===== src/rtl/sub_divider_ctrl_pkg.sv =====
// Shared constants and state encoding for the subtractor-based divide sequencer.
package sub_divider_ctrl_pkg;

  localparam int unsigned DIV_WIDTH = 32;
  localparam int unsigned CNT_W     = 6;

  localparam logic [DIV_WIDTH-1:0] DBZ_QUOTIENT_DEF = 32'hFFFF_FFFF;
  localparam logic [CNT_W-1:0]     LAST_ITER        = CNT_W'(31);
  localparam logic [CNT_W-1:0]     CNT_ONE          = CNT_W'(1);

  typedef enum logic [1:0] {
    S_IDLE = 2'd0,
    S_CALC = 2'd1,
    S_DONE = 2'd2
  } state_e;

endpackage


===== src/rtl/sub_divider_ctrl_if.sv =====
// Request/result bundle between the ALU op decoder (master) and the divide sequencer (slave).
interface sub_divider_ctrl_if;
  import sub_divider_ctrl_pkg::*;

  logic                 start;
  logic [DIV_WIDTH-1:0] dividend;
  logic [DIV_WIDTH-1:0] divisor;
  logic                 busy;
  logic                 done;
  logic [DIV_WIDTH-1:0] quotient;
  logic [DIV_WIDTH-1:0] remainder;
  logic                 div_by_zero;

  modport master (
    output start, dividend, divisor,
    input  busy, done, quotient, remainder, div_by_zero
  );

  modport slave (
    input  start, dividend, divisor,
    output busy, done, quotient, remainder, div_by_zero
  );

endinterface


===== src/rtl/full_subtractor_32.sv =====
// 32-bit ripple-borrow subtractor: diff = x - y - bin, bout set when the result underflows.
module full_subtractor_32 (
  output logic        bout,
  output logic [31:0] diff,
  input  logic [31:0] x,
  input  logic [31:0] y,
  input  logic        bin
);

  logic b;

  always_comb begin
    diff = '0;
    b    = bin;
    for (int i = 0; i < 32; i++) begin
      diff[i] = x[i] ^ y[i] ^ b;
      b       = (~x[i] & y[i]) | (~(x[i] ^ y[i]) & b);
    end
    bout = b;
  end

endmodule


===== src/rtl/sub_divider_ctrl.sv =====
// Unsigned 32/32 restoring divider: one quotient bit per clock through the shared ripple subtractor.
module sub_divider_ctrl
  import sub_divider_ctrl_pkg::*;
#(
  parameter logic [DIV_WIDTH-1:0] DBZ_QUOTIENT = DBZ_QUOTIENT_DEF
) (
  input  logic               clk,
  input  logic               reset_n,
  sub_divider_ctrl_if.slave  div_if,
  output state_e             state_o
);

  // Handshake: start is sampled only while busy=0 (IDLE); busy stays high from the
  // accepting edge through the DONE state; done is a one-cycle pulse with results valid.
  state_e               state_q, state_d;
  logic [CNT_W-1:0]     cnt_q, cnt_d;
  logic [DIV_WIDTH-1:0] q_q, q_d, r_q, r_d, dvsr_q, dvsr_d;
  logic                 dbz_q, dbz_d;
  logic                 done_q, done_d;
  logic [DIV_WIDTH-1:0] quot_q, quot_d, rem_q, rem_d;
  logic                 dbzo_q, dbzo_d;

  logic [DIV_WIDTH-1:0] shifted, diff;
  logic                 carry, bout;

  assign shifted = {r_q[DIV_WIDTH-2:0], q_q[DIV_WIDTH-1]};
  assign carry   = r_q[DIV_WIDTH-1];

  full_subtractor_32 u_sub (
    .bout (bout),
    .diff (diff),
    .x    (shifted),
    .y    (dvsr_q),
    .bin  (1'b0)
  );

  always_comb begin
    state_d = state_q;
    cnt_d   = cnt_q;
    q_d     = q_q;
    r_d     = r_q;
    dvsr_d  = dvsr_q;
    dbz_d   = dbz_q;
    done_d  = 1'b0;
    quot_d  = quot_q;
    rem_d   = rem_q;
    dbzo_d  = dbzo_q;
    unique case (state_q)
      S_IDLE: begin
        if (div_if.start) begin
          if (div_if.divisor != '0) begin
            dvsr_d  = div_if.divisor;
            q_d     = div_if.dividend;
            r_d     = '0;
            cnt_d   = '0;
            dbz_d   = 1'b0;
            state_d = S_CALC;
          end else begin
            q_d     = DBZ_QUOTIENT;
            r_d     = div_if.dividend;
            dbz_d   = 1'b1;
            state_d = S_DONE;
          end
        end
      end
      S_CALC: begin
        // A set carry means the true partial remainder is >= 2^32, so the wrapped diff is exact.
        if (carry || !bout) begin
          r_d = diff;
          q_d = {q_q[DIV_WIDTH-2:0], 1'b1};
        end else begin
          r_d = shifted;
          q_d = {q_q[DIV_WIDTH-2:0], 1'b0};
        end
        cnt_d = cnt_q + CNT_ONE;
        if (cnt_q == LAST_ITER) state_d = S_DONE;
      end
      S_DONE: begin
        done_d  = 1'b1;
        quot_d  = q_q;
        rem_d   = r_q;
        dbzo_d  = dbz_q;
        state_d = S_IDLE;
      end
      default: state_d = S_IDLE;
    endcase
  end

  always_ff @(posedge clk or negedge reset_n) begin
    if (!reset_n) begin
      state_q <= S_IDLE;
      cnt_q   <= '0;
      q_q     <= '0;
      r_q     <= '0;
      dvsr_q  <= '0;
      dbz_q   <= 1'b0;
      done_q  <= 1'b0;
      quot_q  <= '0;
      rem_q   <= '0;
      dbzo_q  <= 1'b0;
    end else begin
      state_q <= state_d;
      cnt_q   <= cnt_d;
      q_q     <= q_d;
      r_q     <= r_d;
      dvsr_q  <= dvsr_d;
      dbz_q   <= dbz_d;
      done_q  <= done_d;
      quot_q  <= quot_d;
      rem_q   <= rem_d;
      dbzo_q  <= dbzo_d;
    end
  end

  assign div_if.busy        = (state_q != S_IDLE);
  assign div_if.done        = done_q;
  assign div_if.quotient    = quot_q;
  assign div_if.remainder   = rem_q;
  assign div_if.div_by_zero = dbzo_q;
  assign state_o            = state_q;

endmodule


===== src/flat_wrapper.sv =====
// flat-port wrapper written by rule: the top's interface ports become plain ports
module sub_divider_ctrl_flat import sub_divider_ctrl_pkg::*;
#(
  parameter logic [DIV_WIDTH-1:0] DBZ_QUOTIENT = DBZ_QUOTIENT_DEF
)
  (clk, reset_n, state_o, div_if_start, div_if_dividend, div_if_divisor, div_if_busy, div_if_done, div_if_quotient, div_if_remainder, div_if_div_by_zero);
  sub_divider_ctrl_if div_if_i ();
  input  logic clk;
  input  logic reset_n;
  output state_e state_o;
  input wire logic [$bits(div_if_i.start)-1:0] div_if_start;
  input wire logic [$bits(div_if_i.dividend)-1:0] div_if_dividend;
  input wire logic [$bits(div_if_i.divisor)-1:0] div_if_divisor;
  output wire logic [$bits(div_if_i.busy)-1:0] div_if_busy;
  output wire logic [$bits(div_if_i.done)-1:0] div_if_done;
  output wire logic [$bits(div_if_i.quotient)-1:0] div_if_quotient;
  output wire logic [$bits(div_if_i.remainder)-1:0] div_if_remainder;
  output wire logic [$bits(div_if_i.div_by_zero)-1:0] div_if_div_by_zero;
  assign div_if_i.start = div_if_start;
  assign div_if_i.dividend = div_if_dividend;
  assign div_if_i.divisor = div_if_divisor;
  assign div_if_busy = div_if_i.busy;
  assign div_if_done = div_if_i.done;
  assign div_if_quotient = div_if_i.quotient;
  assign div_if_remainder = div_if_i.remainder;
  assign div_if_div_by_zero = div_if_i.div_by_zero;
  sub_divider_ctrl #(.DBZ_QUOTIENT(DBZ_QUOTIENT)) u_core (.clk(clk), .reset_n(reset_n), .div_if(div_if_i), .state_o(state_o));
endmodule

===== config.mk =====
export PLATFORM = sky130hd
export DESIGN_NAME = sub_divider_ctrl_flat
export DESIGN_NICKNAME = d
export VERILOG_FILES = /design/src/rtl/sub_divider_ctrl_pkg.sv /design/src/rtl/sub_divider_ctrl_if.sv /design/src/rtl/full_subtractor_32.sv /design/src/rtl/sub_divider_ctrl.sv /design/src/flat_wrapper.sv
export SDC_FILE = /design/constraint.sdc
export NUM_CORES = 1
export LEC_CHECK = 0
export ABC_AREA = 1
export BUFFER_PORTS_ARGS = -buffer_cell sky130_fd_sc_hd__buf_2
export CORE_MARGIN = 1.5
export CORE_UTILIZATION = 61
export CTS_CLUSTER_SIZE = 12
export DETAILED_ROUTE_END_ITERATION = 16
export PLACE_DENSITY = 0.85
export SYNTH_ARGS = -nofsm -noshare
export SYNTH_HDL_FRONTEND = slang
export SYNTH_SLANG_ARGS = --single-unit

===== constraint.sdc =====
create_clock -name clk -period 41.2 [get_ports clk]
set_clock_uncertainty 0.1 [all_clocks]
set_input_delay 4.12 -clock clk [delete_from_list [all_inputs] [get_ports clk]]
set_output_delay 4.12 -clock clk [all_outputs]
set_load 0.01 [all_outputs]

==> summary.txt, run 1 <==
Run status
  • Status: complete, no violations

Floorplanning
  • Die extent in y: between 100 and 150 um
  • Rows: 42
  • Die ar.: 14500 um^2
  • Die width: ~120 um
  • Initial Util: roughly 63%
  • Core Box Area: around 13000 um^2
  • I/O Pins: 136

Clock network
  • H-tree depth: 4
  • Post-CTS Setup Inserts: 0
  • Root Driver: clkbuf_16
  • Clock Tree Buf Depth: 2
  • Num CTS Buffers: 17
  • # clock sinks: between 150 and 200
  • Hold-fix buffers at CTS: 0
  • CTS tree: yes
  • Reg clk slew, reported paths: approximately 70 ps
  • Cts repair resizes: 0
  • Clock Latency Late Sink: 440 ps

Place
  • Area after DPL: around 9100 um^2
  • Hpwl dp: around 14000 um
  • Port-buffer cells: approximately 140
  • RePlAce Congestion: around 0.85
  • DP Worst Slack: around 24000 ps

Global route
  • Largest net degree at the start of global routing: 87
  • Antenna violations before repair: 0
  • GRT Total Usage: between 30% and 40%
  • Gr ovfl total: 0
  • First-pass GRT wire length: 33800 um
  • Number of global-route vias before repair: approximately 7100

Synth
  • Mean area per synthesized cell: 8.14 um^2
  • Synth Flop Type: dfrtp_1
  • Synth cell types: 23
  • Syn_nets: approximately 1100
  • Seq/Total Area, Yosys: between 50% and 60%
  • Synth Warn #: 0
  • Leading post-synthesis cells by cell area: dfrtp_1 (51%), nand2_1 (13%), fa_1 (7.4%)
  • Fraction of registers with async set/reset: between 90% and 100%
  • Post-synth EDFFs: 0
  • Mapped cell area: approximately 8400 um^2
  • Synth top area share: about half
  • Cell accounting for the most synthesized area: dfrtp_1
  • Mapped Cells: just over 1000
  • Flops & latches, synth: roughly 170

Cells and area
  • Diode count: 0
  • Finished layout cell area: between 9000 and 10000 um^2
  • Final Util: 72.7%
  • # nets final: 1241
  • Layout cells sized above 1: approximately 16%
  • Filler instances: approximately 1000
  • Synth-to-Final Area Change: 15.1%

STA
  • Min cycle time layout: roughly 17000 ps
  • Slew Limit Fails: 0
  • Tcrit/Tclk final: 40.9%
  • Fmax: a little under 60 MHz
  • TNS Setup: 0 ps
  • Setup violators final: 0
  • Worst slew pin tran: about 1100 ps
  • Slew margin rel.: between 20% and 30%
  • RSZ-0062 raised after global routing: no
  • Endpoints failing hold: 0
  • Setup WS post-layout: approximately 24000 ps

Worst setup path
  • CP Data Arrival Time: 17090 ps
  • Worst reg2reg endpoint: u_core.r_q[21]$_DFFE_PN0P_
  • Most used cell, CP: fa_1
  • Critical path startpoint category: flop
  • Crit path largest cell delay: a little over 600 ps
  • R2R Path Start: u_core.dvsr_q[0]$_DFFE_PN0P_
  • Critical path class: reg -> reg
  • Crit-path slowest cell: clkinv_1
  • Critical Path RT: a little over 40000 ps
  • Worst reg-to-reg path cell count: 38
  • Worst reg2reg setup slack: 24370 ps
  • CP Max Fanout: 48
  • Crit path capture type: flop

Power and ir drop
  • Lkg Pwr: 5.15 nW
  • Maximum vdd drop: around 0.067 mV
  • Power density cells: 90.9 nW/um^2
  • Total Power: 0.881 mW

Min path
  • Hold Path Depth: 2
  • Hold Path Class: reg -> reg
  • Worst hold endpoint: u_core.div_if.quotient[12]$_DFFE_PN0P_
  • Min-delay src: u_core.div_if.quotient[12]$_DFFE_PN0P_

Route
  • Via density: 5.39
  • Drt drc: 0
  • Antenna viol nets, final: 0
  • DRT Pass-1 Iters: 5
  • Vias: between 7000 and 8000
  • Wire per inst: about 15 um
  • Total Wirelength: between 20000 and 25000 um
  • DRT iter0 DRCs: ~800

Job
  • Max Cap Viol: 0
-- per-stage QoR --
step                hold WS (ps)  instances
floorplan                    342       1036
global placement             356       1298
detailed placement           363       1298
CTS                          383       1330
global route                 406       1330
finish                       378       1330
-- routing by layer --
metal	global-route usage (%)	wire length, um	share of wire, %
met1	38.9	8440	41
met2	48.4	10200	50
met3	6.27	1090	5.3
met4	15.1	827	4.0
met5	0	0	0
-- cells in the final DEF, fill, tap and decap left out, types with 4 or more instances in the layout --
cell,synthesis,routed
a21oi_1,100,100
buf_2,23,134
buf_4,5,7
clkbuf_16,0,17
clkinv_2,0,4
dfrtp_1,171,171
fa_1,31,31
inv_1,103,101
inv_2,4,5
nand2_1,303,303
nor2_1,139,139
nor3_1,32,32
o21ai_0,82,82
-- synthesized netlist by cell type, types with 2 or more instances --
master / count
nand3_1: 2
ha_1: 2
fa_1: 31
buf_4: 5
clkbuf_1: 25
inv_2: 4
o21ai_0: 82
nor2_4: 2
nand2_1: 303
buf_2: 23
buf_6: 3
inv_1: 103
nor3_1: 32
dfrtp_1: 171
a21oi_1: 100
nand2_2: 2
nor2_1: 139
nor2_2: 2
-- how the worst max path moves through the flow --
stage / from / to / slack (ps) / cells past startpoint
after floorplan: u_core.dvsr_q[0]$_DFFE_PN0P_ / u_core.r_q[10]$_DFFE_PN0P_ / 25570 / 38
after global placement: u_core.q_q[31]$_DFFE_PN0P_ / u_core.q_q[0]$_DFFE_PN0P_ / 24740 / 39
after detailed placement: u_core.q_q[31]$_DFFE_PN0P_ / u_core.q_q[0]$_DFFE_PN0P_ / 24500 / 39
after CTS: u_core.q_q[31]$_DFFE_PN0P_ / u_core.r_q[21]$_DFFE_PN0P_ / 24310 / 39
after global routing: u_core.q_q[31]$_DFFE_PN0P_ / u_core.r_q[10]$_DFFE_PN0P_ / 23690 / 39
final: u_core.dvsr_q[0]$_DFFE_PN0P_ / u_core.r_q[21]$_DFFE_PN0P_ / 24370 / 38
-- kinds of logic after synthesis --
logic type               synth area share (%)
buffers and inverters                    8.14
flip-flops                               50.8
XOR/XNOR                                0.104
AND/OR/NAND/NOR                          22.3
AO/OA/AOI/OAI                            11.0
adder cells (fa/ha/maj)                  7.66
-- power breakdown --
group | total (mW) | internal (mW) | switching [mW]
sequential | 0.285 | 0.241 | 0.0436
clock | 0.160 | 0.0940 | 0.0660
combinational | 0.437 | 0.171 | 0.265
-- cell type report --
class                      count  area, um^2  share of cell area [%]
timing repair buffer         142         734                    7.57
multi-input combinational    701        3470                    35.8
clock inverter                10         115                    1.19
inverter                     108         407                    4.19
clock buffer                  22         474                    4.89
sequential                   171        4280                    44.1
tap                          176         220                    2.27
-- worst max-delay path, delay by kind of cell, from the launching register on --
family | cells | cell delay [ps]
adders and majority gates | 32 | 14670
buffers and inverters | 2 | 1000
DFF | 1 | 390
AOI/OAI and AO/OA | 2 | 290
and+or+nand+nor | 2 | 320
-- state kept, by name, indices dropped and copies added, names as in the netlist --
register	cells
u_core.div_if.quotient	32
u_core.div_if.remainder	32
u_core.dvsr_q	32
u_core.q_q	32
u_core.r_q	32
u_core.cnt_q	6
u_core.state_o	2
u_core.dbz_q	1
u_core.div_if.div_by_zero	1
u_core.div_if.done	1
No activity file was read; power rests on OpenSTA's default activity.
==> run 2, diff against run 1 <==
--- a/config.mk
+++ b/config.mk
@@ -8,10 +8,10 @@
 export ABC_AREA = 1
 export BUFFER_PORTS_ARGS = -buffer_cell sky130_fd_sc_hd__buf_2
 export CORE_MARGIN = 1.5
-export CORE_UTILIZATION = 61
+export CORE_UTILIZATION = 57
 export CTS_CLUSTER_SIZE = 12
 export DETAILED_ROUTE_END_ITERATION = 16
-export PLACE_DENSITY = 0.85
+export PLACE_DENSITY = 0.8
 export SYNTH_ARGS = -nofsm -noshare
 export SYNTH_HDL_FRONTEND = slang
 export SYNTH_SLANG_ARGS = --single-unit
==> constraint.sdc (replaced) <==
create_clock -name clk -period 16.7 [get_ports clk]
set_clock_uncertainty 0.1 [all_clocks]
set_input_delay 1.67 -clock clk [delete_from_list [all_inputs] [get_ports clk]]
set_output_delay 1.67 -clock clk [all_outputs]
set_load 0.01 [all_outputs]
==> summary.txt, run 2 (synthesized netlist as in run 1, its figures left out) <==
Route
  • Wire per inst: 15.4 um (-0.14%)
  • Met3 routed wirelength: 1370 um (+26%)
  • Total Wirelength: 20600 um (+0.46%)
  • Vias: 7134 (-0.40%)
  • Drt drc: 0 (unchanged)
  • Top layer in use: met4
  • Met2 WL: 9770 um (-4.0%)
  • DRT iter0 DRCs: 627 (-22%)
  • Via density: 5.33 (-1.0%)
  • DRT met1 WL: 8740 um (+3.5%)
  • Antenna viol nets, final: 0 (unchanged)
  • DRT Pass-1 Iters: 6 (+1)

Cells and area
  • Commonest cells after routing, fill and taps aside: nand2_1 (303), dfrtp_1 (171), nor2_1 (139)
  • Most common cell after layout, fill and taps aside: nand2_1
  • Filler instances: 1170 (+12%)
  • Layout cells sized above 1: 16.0% (-0.087 points)
  • Finished layout cell area: 9660 um^2 (-0.35%)
  • # nets final: 1241 (unchanged)
  • Diode count: 0 (unchanged)
  • Synth-to-Final Area Change: 14.7%

Clock network
  • # clock sinks: 171 (unchanged)
  • Hold-fix buffers at CTS: 0 (unchanged)
  • Reg clk slew, reported paths: 60 ps (about the same)
  • Post-CTS Setup Inserts: 0 (unchanged)
  • Clock Tree Buf Depth: 2 (unchanged)
  • Root Driver: clkbuf_16
  • Cts repair resizes: 0 (unchanged)
  • Clock Latency Late Sink: 430 ps (about the same)
  • Num CTS Buffers: 17 (unchanged)
  • CTS tree: yes
  • H-tree depth: 4 (unchanged)

STA
  • Fmax: 61.8 MHz (+4.1%)
  • Setup violators final: 0 (unchanged)
  • RSZ-0062 raised after global routing: no
  • Hold WS: 376 ps (-2.61 ps)
  • Slew Limit Fails: 0 (unchanged)
  • TNS Setup: 0 ps (unchanged)
  • Worst slew pin tran: 988 ps (-64.1 ps)
  • Slew margin rel.: 34.1% (+4.3 points)
  • Endpoints failing hold: 0 (unchanged)
  • Tcrit/Tclk final: 96.8% (+56 points)
  • Min cycle time layout: 16170 ps (-663 ps)
  • Setup WS post-layout: 531 ps (-23840 ps)

Run status
  • Status: complete, no violations

Place
  • DP Worst Slack: 379 ps (-24120 ps)
  • RePlAce Congestion: 0.801 (-5.4%)
  • Port-buffer cells: 135 (unchanged)
  • Area after DPL: 9120 um^2 (+0.11%)
  • Hpwl dp: 13900 um (+2.5%)

Job
  • Max Cap Viol: 0 (unchanged)

Power and ir drop
  • Power density cells: 222 nW/um^2 (+140%)
  • Maximum vdd drop: 0.0998 mV (+48%)
  • Total Power: 2.15 mW (+140%)
  • Lkg Pwr: 5.13 nW (-0.37%)

Worst setup path
  • Crit path capture type: flop
  • Critical Path RT: 16920 ps (-24540 ps)
  • Critical path startpoint category: flop
  • Crit-path slowest cell: fa_1
  • Crit path largest cell delay: 490 ps (-130 ps)
  • Critical path class: reg -> reg
  • Most used cell, CP: fa_1
  • CP Data Arrival Time: 16390 ps (-700 ps)
  • CP Max Fanout: 47 (-2.1%)

Floorplanning
  • Rows: 44 (+4.8%)
  • Initial Util: 58.2% (-4.9 points)
  • Die ar.: 15500 um^2 (+6.8%)
  • I/O Pins: 136 (unchanged)
  • Core Box Area: 14500 um^2 (+8.5%)
  • Die extent in y: 125 um (+3.4%)
  • Die width: 125 um (+3.4%)

Global route
  • Largest net degree at the start of global routing: 109 (+25%)
  • Gr ovfl total: 0 (unchanged)
  • Antenna violations before repair: 1 (+1)
  • First-pass GRT wire length: 34600 um (+2.4%)
  • Number of global-route vias before repair: 7055 (-0.84%)
  • GRT Total Usage: 28.0% (-2.0 points)

Min path
  • Hold Path Class: reg -> reg
run 2: layer usage:
metal / track usage (%) / up-vias
met2: 43.1 / 258
li1: - / 3416
met1: 38.5 / 3412
met4: 12.5 / 0
met3: 6.40 / 48
met5: 0 / -
run 2: layout make-up:
cell class,count,area [um^2],share of cell area [%]
Timing Repair Buffer,142,741,7.66
Clock inverter,7,40.0,0.414
Tap cell,184,230,2.38
Sequential cell,171,4280,44.3
Multi-Input combinational cell,701,3470,35.9
Inverter,108,410,4.25
Clock buffer,25,495,5.13
run 2: final timing paths:
check                                             from                                      to  slack, ps  cells after the start
setup / recovery            u_core.q_q[31]$_DFFE_PN0P_              u_core.r_q[12]$_DFFE_PN0P_        530                     40
hold / removal             u_core.cnt_q[3]$_DFFE_PN0P_             u_core.cnt_q[3]$_DFFE_PN0P_        380                      2
setup reg to reg            u_core.q_q[31]$_DFFE_PN0P_              u_core.r_q[12]$_DFFE_PN0P_        530                     40
hold reg to reg            u_core.cnt_q[3]$_DFFE_PN0P_             u_core.cnt_q[3]$_DFFE_PN0P_        380                      2
max in group asynchronous                      reset_n            u_core.dvsr_q[4]$_DFFE_PN0P_      13770                      2
min in group asynchronous                      reset_n  u_core.div_if.quotient[19]$_DFFE_PN0P_       1210                      1
run 2: report_power, final:
| part | switching (mW) | internal [mW] |
|---|---|---|
| Sequential | 0.108 | 0.595 |
| Clock | 0.157 | 0.205 |
| Combinational | 0.656 | 0.428 |
run 2: metrics by stage:
step                      cells  utilization (%)
after floorplan            1036                -
after global placement     1306             63.0
after detailed placement   1306             63.0
after CTS                  1338             66.7
after global routing       1338             66.7
final                      1338             66.7
run 2: worst max-delay path, delay by kind of cell (launching register included):
family,cells,cell delay (ps)
adders and majority gates,32,14590
AOI/OAI and AO/OA,2,270
buffers and inverters,2,400
and+or+nand+nor,4,340
DFF,1,360
